[src/rtl/otf_pkg.sv]
// Shared definitions for the on-the-fly conversion controller.
package otf_pkg;

    typedef enum logic [2:0] {
        IDLE,
        WAIT_FIRST,
        CONVERT,
        CAPTURE,
        HOLD
    } state_t;

    localparam logic [1:0] ERR_NONE    = 2'd0;
    localparam logic [1:0] ERR_GAP     = 2'd1;
    localparam logic [1:0] ERR_TIMEOUT = 2'd2;
    localparam logic [1:0] ERR_ILLEGAL = 2'd3;

    // Result word width: each signed digit contributes RADIX_BITS-1 bits.
    function automatic int w_of(input int no_of_digits, input int radix_bits);
        return no_of_digits * (radix_bits - 1);
    endfunction

endpackage

[src/rtl/otf_conversion_controller.sv]
// Sequences one word of signed-digit conversion through an external
// on-the-fly converter: streams digits in, captures Q, hands it out over
// valid/ready, and flags stream gap / start timeout / illegal digit.
module otf_conversion_controller
    import otf_pkg::*;
#(
    parameter int NO_OF_DIGITS  = 8,
    parameter int RADIX_BITS    = 3,
    parameter int FIRST_TIMEOUT = 15
) (
    input  logic                                        clk,
    input  logic                                        reset,
    input  logic                                        start,
    output logic                                        start_ready,
    input  logic                                        abort,
    input  logic [RADIX_BITS-1:0]                       in_digit,
    input  logic                                        in_valid,
    output logic                                        in_ready,
    output logic [RADIX_BITS-1:0]                       conv_digit,
    output logic                                        conv_reset,
    input  logic [w_of(NO_OF_DIGITS, RADIX_BITS)-1:0]   conv_q,
    output logic [w_of(NO_OF_DIGITS, RADIX_BITS)-1:0]   res_data,
    output logic                                        res_valid,
    input  logic                                        res_ready,
    output logic                                        err,
    output logic [1:0]                                  err_code
);

    localparam int CNT_W = $clog2(NO_OF_DIGITS + 1);
    localparam int TO_W  = $clog2(FIRST_TIMEOUT + 1);

    localparam logic [CNT_W-1:0]      CNT_LAST     = CNT_W'(NO_OF_DIGITS - 1);
    localparam logic [TO_W-1:0]       TO_LAST      = TO_W'(FIRST_TIMEOUT - 1);
    localparam logic [RADIX_BITS-1:0] ILLEGAL_CODE = {1'b1, {(RADIX_BITS-1){1'b0}}};

    state_t           state;
    logic [CNT_W-1:0] digit_cnt;
    logic [TO_W-1:0]  timeout_cnt;

    logic             accept;
    logic             err_hit;
    logic [1:0]       err_sel;

    assign start_ready = (state == IDLE);
    assign in_ready    = (state == WAIT_FIRST) || (state == CONVERT);
    assign accept      = in_valid && in_ready;
    assign conv_digit  = accept ? in_digit : '0;
    assign err_hit     = (err_sel != ERR_NONE);
    assign conv_reset  = (state == IDLE) || abort || err_hit;

    // Error detection for the current cycle; illegal digit outranks gap/timeout.
    always_comb begin
        err_sel = ERR_NONE;
        if (accept && (in_digit == ILLEGAL_CODE))
            err_sel = ERR_ILLEGAL;
        else if ((state == CONVERT) && !in_valid)
            err_sel = ERR_GAP;
        else if ((state == WAIT_FIRST) && !in_valid && (timeout_cnt == TO_LAST))
            err_sel = ERR_TIMEOUT;
    end

    // Control FSM with digit/timeout counters and registered result/error outputs.
    always_ff @(posedge clk) begin
        if (reset) begin
            state       <= IDLE;
            digit_cnt   <= '0;
            timeout_cnt <= '0;
            res_data    <= '0;
            res_valid   <= 1'b0;
            err         <= 1'b0;
            err_code    <= ERR_NONE;
        end else begin
            err <= 1'b0;
            if (abort) begin
                state     <= IDLE;
                res_valid <= 1'b0;
            end else if (err_hit) begin
                state     <= IDLE;
                res_valid <= 1'b0;
                err       <= 1'b1;
                err_code  <= err_sel;
            end else begin
                case (state)
                    IDLE: begin
                        if (start) begin
                            state       <= WAIT_FIRST;
                            digit_cnt   <= '0;
                            timeout_cnt <= '0;
                            err_code    <= ERR_NONE;
                        end
                    end
                    WAIT_FIRST: begin
                        if (in_valid) begin
                            digit_cnt <= CNT_W'(1);
                            state     <= (NO_OF_DIGITS == 1) ? CAPTURE : CONVERT;
                        end else begin
                            // Cannot wrap: the last count raises a timeout instead.
                            timeout_cnt <= timeout_cnt + TO_W'(1);
                        end
                    end
                    CONVERT: begin
                        // in_valid is guaranteed here; a gap was handled as an error.
                        digit_cnt <= digit_cnt + CNT_W'(1);
                        if (digit_cnt == CNT_LAST)
                            state <= CAPTURE;
                    end
                    CAPTURE: begin
                        res_data  <= conv_q;
                        res_valid <= 1'b1;
                        state     <= HOLD;
                    end
                    HOLD: begin
                        if (res_ready) begin
                            res_valid <= 1'b0;
                            state     <= IDLE;
                        end
                    end
                    default: state <= IDLE;
                endcase
            end
        end
    end

endmodule

[config.mk]
export PLATFORM = sky130hd
export DESIGN_NAME = otf_conversion_controller
export DESIGN_NICKNAME = d
export VERILOG_FILES = /design/src/rtl/otf_pkg.sv /design/src/rtl/otf_conversion_controller.sv
export SDC_FILE = /design/constraint.sdc
export NUM_CORES = 1
export LEC_CHECK = 0
export CELL_PAD_IN_SITES_DETAIL_PLACEMENT = 1
export CELL_PAD_IN_SITES_GLOBAL_PLACEMENT = 1
export CORE_MARGIN = 5
export CORE_UTILIZATION = 32
export DETAILED_ROUTE_END_ITERATION = 6
export GPL_TIMING_DRIVEN = 0
export PLACE_DENSITY = 0.81
export SLEW_MARGIN = 20
export SYNTH_ARGS = -nofsm -noshare
export SYNTH_HDL_FRONTEND = slang
export SYNTH_SLANG_ARGS = --single-unit
[constraint.sdc]
create_clock -name clk -period 2.25 [get_ports clk]
set_input_delay 0.675 -clock clk [delete_from_list [all_inputs] [get_ports clk]]
set_output_delay 0.675 -clock clk [all_outputs]
set_load 0.02 [all_outputs]
== After elaboration in Yosys (flattened, before gate mapping) ==
Index checks and enable logic that the tools add are counted.

* Register bits after elaboration: 31
* Output and inout port bits: 26
* Logic and storage cells: 67

* Add/subtract/negate cells: 2
* Equality and inequality tests: 12
* Mux-type cells: 20
* Bitwise logic cells: 2
* Reduce and logical (&&, ||, !) cells: 24

{| class="wikitable"
|+ Operators by type and width
! cell !! count
|-
| $mux W3 || 5
|-
| $pmux W3 S5 || 1
|-
| $mux W2 || 6
|-
| $mux W4 || 3
|-
| $pmux W4 S3 || 1
|-
| $reduce_and A5 Y1 || 2
|-
| $reduce_bool A2 Y1 || 5
|-
| $add A4 B1 Y4 const B || 2
|-
| $ne A2 B2 Y1 const B || 4
|-
| $pmux W4 S2 || 1
|-
| $eq A3 B2 Y1 const B || 2
|-
| $eq A3 B3 Y1 const B || 2
|-
| $reduce_and A3 Y1 || 2
|-
| $logic_and A1 B1 Y1 || 5
|-
| $eq A4 B3 Y1 const B || 1
|-
| $eq A4 B4 Y1 const B || 1
|-
| $reduce_and A4 Y1 || 1
|-
| $eq A3 B1 Y1 const B || 1
|-
| $logic_not A3 Y1 || 1
|-
| $logic_or A1 B1 Y1 || 3
|-
| $reduce_bool A3 Y1 || 1
|-
| $reduce_or A3 Y1 || 1
|-
| $mux W1 || 2
|-
| $ne A2 B1 Y1 const B || 1
|-
| other kinds (5) || 6
|}

== Depth between registers and ports, before layout ==
* Word-level depth: 9
* Depth in mapped cells: 8
* Depth with buffers taken out: 7

== Worst setup path before layout ==
Ideal clock, no wire load.

* Path type: input-to-output
* Start: input port in_valid
* End: output port conv_reset
* Arrival: 1417 ps
* Required time: 1575 ps
* Slack: 158 ps
* Stages on the path: 4
* Cell sequence: nor4b_4 nor2b_1 nor2_1 nand2_1

* Longest elaborated chain between the ends: 8
* Elaborated cells on any way between the ends: 11
* Classes of those cells: 3 x mux; 8 x reduce/logical

{| class="wikitable"
|+ RTL lines
! item !! RTL line !! RTL
|-
| start, declared || otf_conversion_controller.sv:17 || <nowiki>input logic in_valid,</nowiki>
|-
| $logic_not A1 Y1 || otf_conversion_controller.sv:56, otf_conversion_controller.sv:58 ||
|-
| $logic_and A1 B1 Y1 (2 in a row) || otf_conversion_controller.sv:58 || <nowiki>else if ((state == WAIT_FIRST) && !in_valid && (timeout_cnt == TO_LAST))</nowiki>
|-
| $mux W2 || otf_conversion_controller.sv:58 ||
|-
| $mux W2 || otf_conversion_controller.sv:56 || <nowiki>else if ((state == CONVERT) && !in_valid)</nowiki>
|-
| $mux W2 (*) || otf_conversion_controller.sv:54 || <nowiki>if (accept && (in_digit == ILLEGAL_CODE))</nowiki>
|-
| $reduce_bool A2 Y1 (*) || otf_conversion_controller.sv:48 || <nowiki>assign err_hit = (err_sel != ERR_NONE);</nowiki>
|-
| $logic_or A1 B1 Y1 (*) || otf_conversion_controller.sv:49 || <nowiki>assign conv_reset = (state == IDLE) || abort || err_hit;</nowiki>
|-
| end, declared || otf_conversion_controller.sv:20 || <nowiki>output logic conv_reset,</nowiki>
|}

Every way passes the cells marked *; elsewhere a longest branch is shown, timed or not.

== Worst setup path in the final report ==
* Start: input port in_digit[0]
* End: output port conv_reset

* Longest elaborated chain between the ends: 5

{| class="wikitable"
|+ RTL lines
! item !! RTL line !! RTL
|-
| start, declared || otf_conversion_controller.sv:16 || <nowiki>input logic [RADIX_BITS-1:0] in_digit,</nowiki>
|-
| $eq A3 B3 Y1 || otf_conversion_controller.sv:54 ||
|-
| $logic_and A1 B1 Y1 || otf_conversion_controller.sv:54 ||
|-
| $mux W2 || otf_conversion_controller.sv:54 ||
|-
| $reduce_bool A2 Y1 || otf_conversion_controller.sv:48 ||
|-
| $logic_or A1 B1 Y1 || otf_conversion_controller.sv:49 ||
|}

Every way passes these cells.

==> impl_metrics.env <==
export IMPL_outcome="finished with violations"
export IMPL_violations="setup timing"
export IMPL_area_growth_pct=52.7
export IMPL_worst_hold_slack_ns=0.453
export IMPL_cts_sinks=31
export IMPL_critPathArrivalTime_ns=1.67
export IMPL_syn_avg_cell_area_um2=8.16
export IMPL_worstSetupPathType="input port to output pin"
export IMPL_pin_count=51
export IMPL_post_drt_wl_per_cell_um=14.9
export IMPL_hpwl_um=3090
export IMPL_hp_start="res_data[11]"
export IMPL_clkTransAtPathRegs_ns=0.06
export IMPL_cp_depth=6
export IMPL_drtIter0Drc=40
export IMPL_fin_area_um2=2280
export IMPL_fin_crit_ns=2.34
export IMPL_maxSlewViolCount=0
export IMPL_yosys_area_top_type="dfxtp_1"
export IMPL_die_h_um=78.3
export IMPL_ys_seq_area_share_pct=41.5
export IMPL_portBuffers=49
export IMPL_grt_usage_pct=14.8
export IMPL_p_int_mw=0.859
export IMPL_instances_no_fill=301
export IMPL_htree_levels=2
export IMPL_async_reset_ff_share_pct=0
export IMPL_hp_class="flip-flop to flip-flop"
export IMPL_cellPowerDensity_nw_per_um2=493
export IMPL_tns_ns=-0.0993
export IMPL_clock_root_buffer="clkbuf_8"
export IMPL_clk_path_buf_depth=2
export IMPL_critical_path_slowest_cell="nor3_4"
export IMPL_antenna_found_initial=0
export IMPL_die_w_um=78.3
export IMPL_cp_end_kind="output pin"
export IMPL_vias=1550
export IMPL_max_stage_delay_ns=0.25
export IMPL_netlist_top_cells_area="dfxtp_1, nand2_1, a21oi_1"
export IMPL_drive_above_1_share_pct=18.1
export IMPL_yosysTopAreaCellShare_pct=41.5
export IMPL_critPathLaunch="in_digit[0]"
export IMPL_p_switching_mw=0.265
export IMPL_final_setup_viol_count=2
export IMPL_leakage_nw=0.830
export IMPL_gp_congestion=0.738
export IMPL_swShare_pct=23.6
export IMPL_max_freq_mhz=427
export IMPL_syn_nets=211
export IMPL_crit_buf_inv=2
export IMPL_path_delay_family="simple AND/OR/NAND/NOR gates"
export IMPL_hold_viol_final=0
export IMPL_grt_max_degree=11
export IMPL_max_slew_margin_pct=66.9
export IMPL_design_core_area_um2=4440
export IMPL_min_path_cells=2
export IMPL_crit_fanout=2
export IMPL_finalWorstSetupSlack_ns=-0.0913
export IMPL_ys_flop_type="dfxtp_1"
export IMPL_fill_cells=537
export IMPL_worstPathCellList="dlygate4sd2_1, nand4bb_4, nor3_4, nor2_2, nand2_1, buf_6"
export IMPL_p_clk_share_pct=39.1
export IMPL_cts_tree="done"
export IMPL_grt_overflow=0
export IMPL_synth_edf_count=0
export IMPL_fin_skew_ns=0.00436
export IMPL_ir_drop_v=0.000229
export IMPL_initial_core_util_pct=33.6
export IMPL_start_kind="input port"
export IMPL_netlist_instances=183
export IMPL_firstDrtPassIters=3
export IMPL_finalWirelength_um=4480
export IMPL_diodes=0
export IMPL_synth_seq_cells=31
export IMPL_ant_nets=0
export IMPL_nNetsFinal=277
export IMPL_clk_latency_ns=0.28
export IMPL_cp_required_ns=1.57
export IMPL_synth_distinct_cells=41
export IMPL_grt_pass1_vias=1557
export IMPL_pwr_share_seq_pct=49.3
export IMPL_synthesis_area_um2=1490
export IMPL_ctsHoldBuffers=0
export IMPL_worstReg2RegStart="state[2]"
export IMPL_dp_slack_ns=-1.16
export IMPL_fin_crit_sh_pct=104
export IMPL_drc=0
export IMPL_final_util_pct=51.3
export IMPL_cap_violations=0
export IMPL_cts_buffers_inserted=5
export IMPL_p_comb_share_pct=11.5
export IMPL_worst_slew_pin_slew_ns=0.497
export IMPL_placed_area_um2=2050
export IMPL_core_rowCount=24
export IMPL_avgViaCountPerCell=5.15
export IMPL_worstRegToRegCells=8
export IMPL_grt_pass1_wl_um=7240
export IMPL_rsz0062_at_grt="yes"
export IMPL_power_mw=1.12
export IMPL_ys_warn_count=0
export IMPL_die_area_um2=6130
export IMPL_place_inst=284
-- path summary, 6_finish.rpt --
| kind | to | slack, ns |
|---|---|---|
| setup / recovery | conv_reset | -0.09 |
| hold / removal | res_data[11] | 0.45 |
| setup reg to reg | timeout_cnt[1] | 0.18 |
| hold reg to reg | res_data[11] | 0.45 |
-- logic make-up (layout without fill, tap and decap cells) --
family                   count (synthesis)  in the layout  synth area share [%]
adder cells (fa/ha/maj)                  3              3                  2.51
AND/OR/NAND/NOR                         86             86                  32.5
flip-flops                              31             31                  41.5
AO/OA/AOI/OAI                           44             44                  16.0
buffers and inverters                   16             82                  5.53
multiplexers                             2              2                  1.34
XOR/XNOR                                 1              1                 0.586
-- routing by layer --
layer / GRT usage (%) / part of all wire [%] / routed length (um)
met1: 16.3 / 43 / 1930
met3: 3.66 / 4.8 / 213
met5: 0 / 0 / 0
met4: 8.22 / 2.3 / 104
met2: 26.1 / 50 / 2230
-- cell type report --
class	instances	area, um^2	share of cell area, %
Multi-Input combinational cell	136	843	37.0
Tap cell	52	65.1	2.85
Inverter	5	18.8	0.823
Clock inverter	1	5.00	0.219
Sequential cell	31	627	27.5
Timing Repair Buffer	59	558	24.5
Clock buffer	6	82.6	3.62
Buffer	11	81.3	3.57
-- worst min-delay path: stages, from the launching register on --
cell and delay [ns]:
dfxtp_1 0.31, nand2_1 0.05, a21oi_1 0.05
-- cell usage in the layout (no fill, tap or decap), types with 5 or more instances in the layout --
master | netlist | routed
clkbuf_1 | 6 | 5
clkdlybuf4s50_1 | 0 | 37
a21oi_1 | 28 | 28
nor2_1 | 7 | 6
clkbuf_8 | 0 | 7
dfxtp_1 | 31 | 28
nand3_1 | 5 | 5
buf_4 | 2 | 10
dlygate4sd2_1 | 0 | 5
nand2_1 | 38 | 38
o21ai_0 | 7 | 7
buf_6 | 2 | 5
-- Yosys cell counts (3+ instances only) --
library cell,number
nand2_1,38
nor3_1,5
nand3b_1,3
o21ai_1,4
nor2_1,7
inv_1,4
o21ai_0,7
nand3_1,5
dfxtp_1,31
a21oi_1,28
nor2b_1,5
or3_1,3
ha_1,3
clkbuf_1,6
and3_1,3
or4_1,3
-- sequential cells by signal, indices dropped and copies added, names as in the netlist --
name,flops
res_valid,1
err_code,2
digit_cnt,4
timeout_cnt,4
res_data,16
err,1
state,3
-- timing repair --
action	CTS	global route
endpoints found under the setup margin	14	5
gates resized for setup	37	10
pin swaps	6	3
buffers inserted	3	7
-- power by group through the flow --
stage	sequential (mW)	combinational (mW)	clock [mW]
2_1_floorplan	0.567	0.0562	0
3_3_place_gp	0.567	0.123	0
3_5_place_dp	0.567	0.124	0
4_1_cts	0.554	0.129	0.452
5_1_grt	0.554	0.141	0.474
6_report	0.555	0.130	0.440
No activity file was read; power rests on OpenSTA's default activity.
